===== src/rtl/tdm_demux_16_pkg.sv =====
// Shared types and default sizes for the TDM demultiplexer and its slot counter.
package tdm_demux_16_pkg;

    typedef enum logic {
        HUNT   = 1'b0,
        LOCKED = 1'b1
    } state_t;

    localparam int CHANNELS_DEF = 16;
    localparam int SEL_W_DEF    = 4;

endpackage


===== src/rtl/tdm_slot_ctr.sv =====
// Wrapping slot index counter with clear, load-to-1 and last-slot flag.
// Priority: clr over load1 over inc. Shared with the matching transmitter.
module tdm_slot_ctr #(
    parameter int SEL_W = 4
) (
    input  logic             clk,
    input  logic             rst_n,
    input  logic             clr,
    input  logic             load1,
    input  logic             inc,
    output logic [SEL_W-1:0] slot,
    output logic             last
);

    // Slot index register; the natural SEL_W overflow gives the frame wrap.
    always_ff @(posedge clk or negedge rst_n) begin
        if (!rst_n) begin
            slot <= '0;
        end else if (clr) begin
            slot <= '0;
        end else if (load1) begin
            slot <= SEL_W'(1);
        end else if (inc) begin
            slot <= slot + SEL_W'(1);
        end
    end

    assign last = &slot;

endmodule


===== src/rtl/tdm_demux_16.sv =====
// Serial TDM demultiplexer: slot k of a sync-framed bit stream goes to dout[k].
//
// state  | meaning
// HUNT   | waiting for a beat with frame_sync to start a frame
// LOCKED | aligned; every beat is written to shadow[slot]
module tdm_demux_16
    import tdm_demux_16_pkg::*;
#(
    parameter int CHANNELS = CHANNELS_DEF,
    parameter int SEL_W    = SEL_W_DEF,
    parameter int CNT_W    = 8
) (
    input  logic                clk,
    input  logic                rst_n,
    input  logic                din,
    input  logic                din_valid,
    input  logic                frame_sync,
    output logic [CHANNELS-1:0] dout,
    output logic                frame_valid,
    output logic [SEL_W-1:0]    slot,
    output logic                locked,
    output logic                sync_err,
    output logic [CNT_W-1:0]    frames_ok
);

    state_t              state, state_nxt;
    logic [CHANNELS-1:0] shadow, shadow_nxt;
    logic                ctr_clr, ctr_load1, ctr_inc;
    logic                last_slot;
    logic                complete;
    logic                err;

    tdm_slot_ctr #(
        .SEL_W (SEL_W)
    ) u_slot_ctr (
        .clk   (clk),
        .rst_n (rst_n),
        .clr   (ctr_clr),
        .load1 (ctr_load1),
        .inc   (ctr_inc),
        .slot  (slot),
        .last  (last_slot)
    );

    // State register.
    always_ff @(posedge clk or negedge rst_n) begin
        if (!rst_n) begin
            state <= HUNT;
        end else begin
            state <= state_nxt;
        end
    end

    // Framing decisions per beat; idle cycles leave everything untouched.
    always_comb begin
        state_nxt  = state;
        shadow_nxt = shadow;
        ctr_clr    = 1'b0;
        ctr_load1  = 1'b0;
        ctr_inc    = 1'b0;
        complete   = 1'b0;
        err        = 1'b0;
        if (din_valid) begin
            unique case (state)
                HUNT: begin
                    if (frame_sync) begin
                        shadow_nxt[0] = din;
                        ctr_load1     = 1'b1;
                        state_nxt     = LOCKED;
                    end
                end
                LOCKED: begin
                    if (frame_sync && (slot != '0)) begin
                        // Early sync: drop the partial frame and restart at slot 0.
                        err           = 1'b1;
                        shadow_nxt    = '0;
                        shadow_nxt[0] = din;
                        ctr_load1     = 1'b1;
                    end else if (!frame_sync && (slot == '0)) begin
                        // Missing sync: lose lock, discard the beat.
                        err       = 1'b1;
                        ctr_clr   = 1'b1;
                        state_nxt = HUNT;
                    end else begin
                        shadow_nxt[slot] = din;
                        ctr_inc          = 1'b1;
                        complete         = last_slot;
                    end
                end
                default: state_nxt = HUNT;
            endcase
        end
    end

    // Shadow, output frame, pulses and good-frame counter.
    always_ff @(posedge clk or negedge rst_n) begin
        if (!rst_n) begin
            shadow      <= '0;
            dout        <= '0;
            frame_valid <= 1'b0;
            sync_err    <= 1'b0;
            frames_ok   <= '0;
        end else begin
            shadow      <= shadow_nxt;
            frame_valid <= complete;
            sync_err    <= err;
            if (complete) begin
                dout      <= {din, shadow[CHANNELS-2:0]};
                frames_ok <= frames_ok + CNT_W'(1);
            end
        end
    end

    assign locked = (state == LOCKED);

endmodule


===== config.mk =====
export PLATFORM = sky130hd
export DESIGN_NAME = tdm_demux_16
export DESIGN_NICKNAME = d
export VERILOG_FILES = /design/src/rtl/tdm_demux_16_pkg.sv /design/src/rtl/tdm_slot_ctr.sv /design/src/rtl/tdm_demux_16.sv
export SDC_FILE = /design/constraint.sdc
export NUM_CORES = 1
export LEC_CHECK = 0
export CORE_ASPECT_RATIO = 1.5
export CORE_MARGIN = 5
export CORE_UTILIZATION = 54
export DETAILED_ROUTE_END_ITERATION = 8
export PLACE_DENSITY = 0.8
export SYNTH_ARGS = -nofsm -noshare
export SYNTH_HDL_FRONTEND = slang
export SYNTH_SLANG_ARGS = --single-unit

===== constraint.sdc =====
create_clock -name clk -period 5.9 [get_ports clk]
set_input_delay 0.885 -clock clk [delete_from_list [all_inputs] [get_ports clk]]
set_output_delay 0.885 -clock clk [all_outputs]
set_load 0.05 [all_outputs]

# After elaboration in Yosys (flattened, before gate mapping)
# Index checks and enable logic that the tools add are counted.
# classes
n_mux	31
bitwise	1
reduce_logical	10
addsub	2
n_lt_le_gt_ge	2
eq_ne	3
# op_table
operator	count
16-bit two-way mux	2
1-bit two-way mux	21
16-bit bitwise mux	1
4-bit two-way mux	3
8-bit by 1-bit adder with 8-bit output (second input constant)	1
1-bit one-hot mux with 2 select lines	3
3-bit AND reduction	2
4-bit by 5-bit less-than comparator with 1-bit output (second input constant)	1
4-bit by 1-bit adder with 4-bit output (second input constant)	1
1-bit demux with 4-bit select	1
4-bit by 1-bit greater-or-equal comparator with 1-bit output (second input constant)	1
4-bit logical NOT	1
2-bit inequality test (second input constant)	2
4-bit AND reduction	1
4-bit nonzero test	1
1-bit logical AND	3
3-bit inequality test (second input constant)	1
3-bit nonzero test	1
1-bit logical NOT	1
1-bit inverter	1
# totals
in_bits	5
elab_cells	57
out_inout_bits	31
regBits	47

# Longest topological paths before layout
# logic_depth
word_depth	9
mapped_depth	9

# Modules after synthesis
# A second synthesis with hierarchy kept.
# unflattened
cells_unflattened	190
hier_area_um2	2343.5
# modules_own_cells
mod	cells_per_inst	seq_area_each_um2	n_inst	area_per_inst_um2
tdm_demux_16	171	1051.0	1	2134.5
tdm_slot_ctr	19	100.1	1	209.0

# Worst setup path before layout
# OpenSTA, ideal clock, no wires.
# synth_path
path_kind	reg-to-reg
from	register u_slot_ctr.slot[0]
to	register dout[15]
required_time_ns	5.775
stages_incl_launch_ff	10
n_path_buf	1
arrival_time_ns	2.416
path_slack_ns	3.358
setup_ns	0.125
path_cell_list	dfrtp_1 > inv_1 > ha_1 > nand2_1 > inv_1 > ha_1 > nand3b_2 > nor2_8 > buf_12 > mux2_4
# synth_between
elab_chain_len	6
elab_cells_between_ends	9
# synth_rtl
element	line_no	rtl
start: declaration	tdm_slot_ctr.sv:11	output logic [SEL_W-1:0] slot,
start signal: assignment	tdm_slot_ctr.sv:24	slot <= slot + SEL_W'(1);
4-bit logical NOT	tdm_demux_16.sv:79	end else if (!frame_sync && (slot == '0)) begin
1-bit logical AND	tdm_demux_16.sv:79	
1-bit two-way mux	tdm_demux_16.sv:79	
1-bit two-way mux *	tdm_demux_16.sv:73	if (frame_sync && (slot != '0)) begin
1-bit two-way mux *	tdm_demux_16.sv:64	unique case (state)
1-bit two-way mux *	tdm_demux_16.sv:63	if (din_valid) begin
net complete	tdm_demux_16.sv:30	logic complete;
end signal: assignment	tdm_demux_16.sv:108	dout <= {din, shadow[CHANNELS-2:0]};
end: declaration	tdm_demux_16.sv:18	output logic [CHANNELS-1:0] dout,
# The timed path passes the listed nets; every way through them passes the cells marked *.
# A chain may end at the register's enable or synchronous reset.

# Final worst setup path
# layout_path
from	register u_slot_ctr.slot[2]
to	output port slot[2]
# layout_lines
element	line_no	rtl
end: declaration	tdm_demux_16.sv:20	output logic [SEL_W-1:0] slot,
# No word-level cell between the ends.

==> impl_metrics.ini <==
[power_and_ir_drop]
p_sw_frac = 0.3435
p_total_mw = 0.9983
ir_drop_mv = 0.2473
seqPwrFrac = 0.404
p_switching_mw = 0.3429
leakagePower_nw = 1.403
powerDensity_nw_per_um2 = 351.9
p_int_mw = 0.6553
combPwrFrac = 0.311
power.share.clock = 0.285

[critical_path]
cp_top_family = buffers and inverters
rr_worst_depth = 7
start_kind = register
crit_chain = clkdlybuf4s50_1
cp.required_ps = 5020
cp-end-kind = primary output
cp_max_fo = 23
path_class = reg2out
arrival_ps = 1990
cp_slowest_cell = clkdlybuf4s50_1
path_depth = 1
path_buf_inv = 1
cpPeakStageDelay_ps = 930

[synth]
yosysUniqueCellTypes = 44
synth_area_leader_cell = dfrtp_1
synth_top_area_frac = 0.4868
syn-instance-count = 194
ys_ff_latch = 46
avgSynthCellArea_sq_um = 12.19
syn-num-nets = 208
yosysSeqAreaShare = 0.4868
ys_warn_count = 0
netlist_area_sq_um = 2365
synth.area.top_cells = dfrtp_1 49%, mux2_4 5.1%, ha_1 4.8%

[floorplanning]
die_w_microns = 64.03
core_sq_um = 4245
num_io_pins = 36
die-area_sq_um = 5830
start_util = 0.5570
die_h_microns = 91.05
fp-row-count = 29

[timing]
final_max_slew_viol_count = 0
fin_crit_ps = 2875
clock.fmax_mhz = 347.9
skew_ps = 4.948
whs_ps = 472.1
slew_headroom = 0.3453
fin_ws_ps = 3025
worst_pin_slew_ps = 982.1
final-setup-viol-count = 0
tns_ps = 0
hold_viol_final = 0
fin_crit_sh = 0.4872
rsz0062_at_grt = false

[place]
gp_congestion = 0.8438
portBuffers = 35
place_hpwl_microns = 3078
pre_cts_ws_ps = 2925
dpl_cell_area_sq_um = 2694

[clock_tree]
clockRootBuffer = clkbuf_8
holdBufCountCts = 0
ctsResizeCount = 0
cts_buffer_depth = 2
cts_sinks = 46
clock_latency_ps = 300
cts_buffers = 5
h-tree-depth = 2
cts_tree = yes
clk_pin_slew_ps = 80
cts_setup_buffers = 0

[run]
drv_cap = 0

[outcome]
outcome = finished clean

[finish]
drive_above_1_share = 0.1504
final_cell_mix = 46 x dfrtp_1, 34 x clkdlybuf4s50_1, 17 x o21ai_0, 10 x mux2_2, 9 x ha_1
nets = 239
multi_input_area_sq_um = 1114
fillCellCount = 321
syn2layout_area_growth_pct = 19.95
layout_commonest_cell = dfrtp_1
final_area_sq_um = 2836
register_area_sq_um = 1151
num_antenna_cells = 0

[route]
wirelength_microns = 4441
vias_per_cell = 5.915
drt_pass1_iterations = 4
drc = 0
ant_nets = 0
dr_total_vias = 1609
drtIter0Drc = 47
avgRoutedWirePerCell_microns = 16.33

[grt]
grt_pass1_wl_microns = 7569
antenna_found_initial = 0
overflow = 0
grt_use_total = 0.1612
grt_max_degree = 47
grt_pass1_vias = 1560

[hold_path]
min_path_cells = 1
hold_class = reg2reg
-- power groups by stage --
stage               Combinational, mW  Clock, mW  Sequential [mW]
finish                          0.310      0.285            0.403
floorplan                       0.205          0            0.432
CTS                             0.312      0.292            0.403
global placement                0.304          0            0.408
global route                    0.339      0.304            0.412
detailed placement              0.307          0            0.409
-- flip-flops by register name, summed over array words and instances (netlist names) --
signal	flops
dout	16
shadow	15
frames_ok	8
u_slot_ctr.slot	4
frame_valid	1
locked	1
sync_err	1
-- kinds of logic (layout without fill, tap and decap cells) --
group                    after synthesis  count (layout)  synth area share
AND/OR/NAND/NOR                       54              54            0.1709
flip-flops                            46              46            0.4868
AO/OA/AOI/OAI                         36              36            0.1032
multiplexers                          23              23            0.1196
buffers and inverters                 18              50           0.04233
adder cells (fa/ha/maj)                9               9           0.04762
XOR/XNOR                               8               8           0.02963
-- path summary, 6_finish.rpt --
check                              startpoint                 end  slack [ps]
setup / recovery           u_slot_ctr.slot[2]             slot[2]        3030
hold / removal                   frames_ok[7]        frames_ok[7]         470
setup reg to reg           u_slot_ctr.slot[2]            dout[11]        3290
hold reg to reg                  frames_ok[7]        frames_ok[7]         470
max in group asynchronous               rst_n             dout[0]        4550
min in group asynchronous               rst_n  u_slot_ctr.slot[2]         740
-- final cells by class --
cell class | count | area share
flip-flops and latches | 46 | 0.4058
clock buffers | 6 | 0.02911
clock inverters | 2 | 0.02117
inverters | 7 | 0.009263
well taps | 46 | 0.02029
multi-input cells | 130 | 0.3926
repair buffers | 35 | 0.1217
-- per-layer routing --
metal | GRT usage | up-vias | share of wire
met4 | 0.06759 | 0 | 0.019
met1 | 0.1995 | 805 | 0.42
li1 | - | 763 | -
met3 | 0.02963 | 8 | 0.038
met2 | 0.2710 | 33 | 0.52
met5 | 0 | - | 0
-- cells in the mapped netlist, drive strengths merged --
| master | number |
|---|---|
| dfrtp | 46 |
| mux2 | 18 |
| o21ai | 17 |
| ha | 9 |
| buf | 8 |
| nand2 | 8 |
| xor2 | 8 |
| and3b | 7 |
| inv | 7 |
| nand3 | 7 |
| a32o | 6 |
| nor2 | 6 |
| mux2i | 5 |
| nor3b | 5 |
| nand3b | 4 |
| a31oi | 3 |
| clkbuf | 3 |
| nor2b | 3 |
| nor3 | 3 |
| nor4 | 3 |
| a21oi | 2 |
| a22o | 2 |
| and4b | 2 |
| nand4 | 2 |
| a21o | 1 |
| a31o | 1 |
| a41o | 1 |
| and2 | 1 |
| nand4b | 1 |
| o211a | 1 |
| o21a | 1 |
| o31a | 1 |
| or3 | 1 |
| or4b | 1 |
-- stage by stage --
stage / util / instances
2_1_floorplan: - / 194
6_report: 0.6681 / 272
3_3_place_gp: 0.6345 / 264
3_5_place_dp: 0.6345 / 264
5_1_grt: 0.6681 / 272
4_1_cts: 0.6681 / 272
Note: power is estimated with default switching activity, not from simulation.
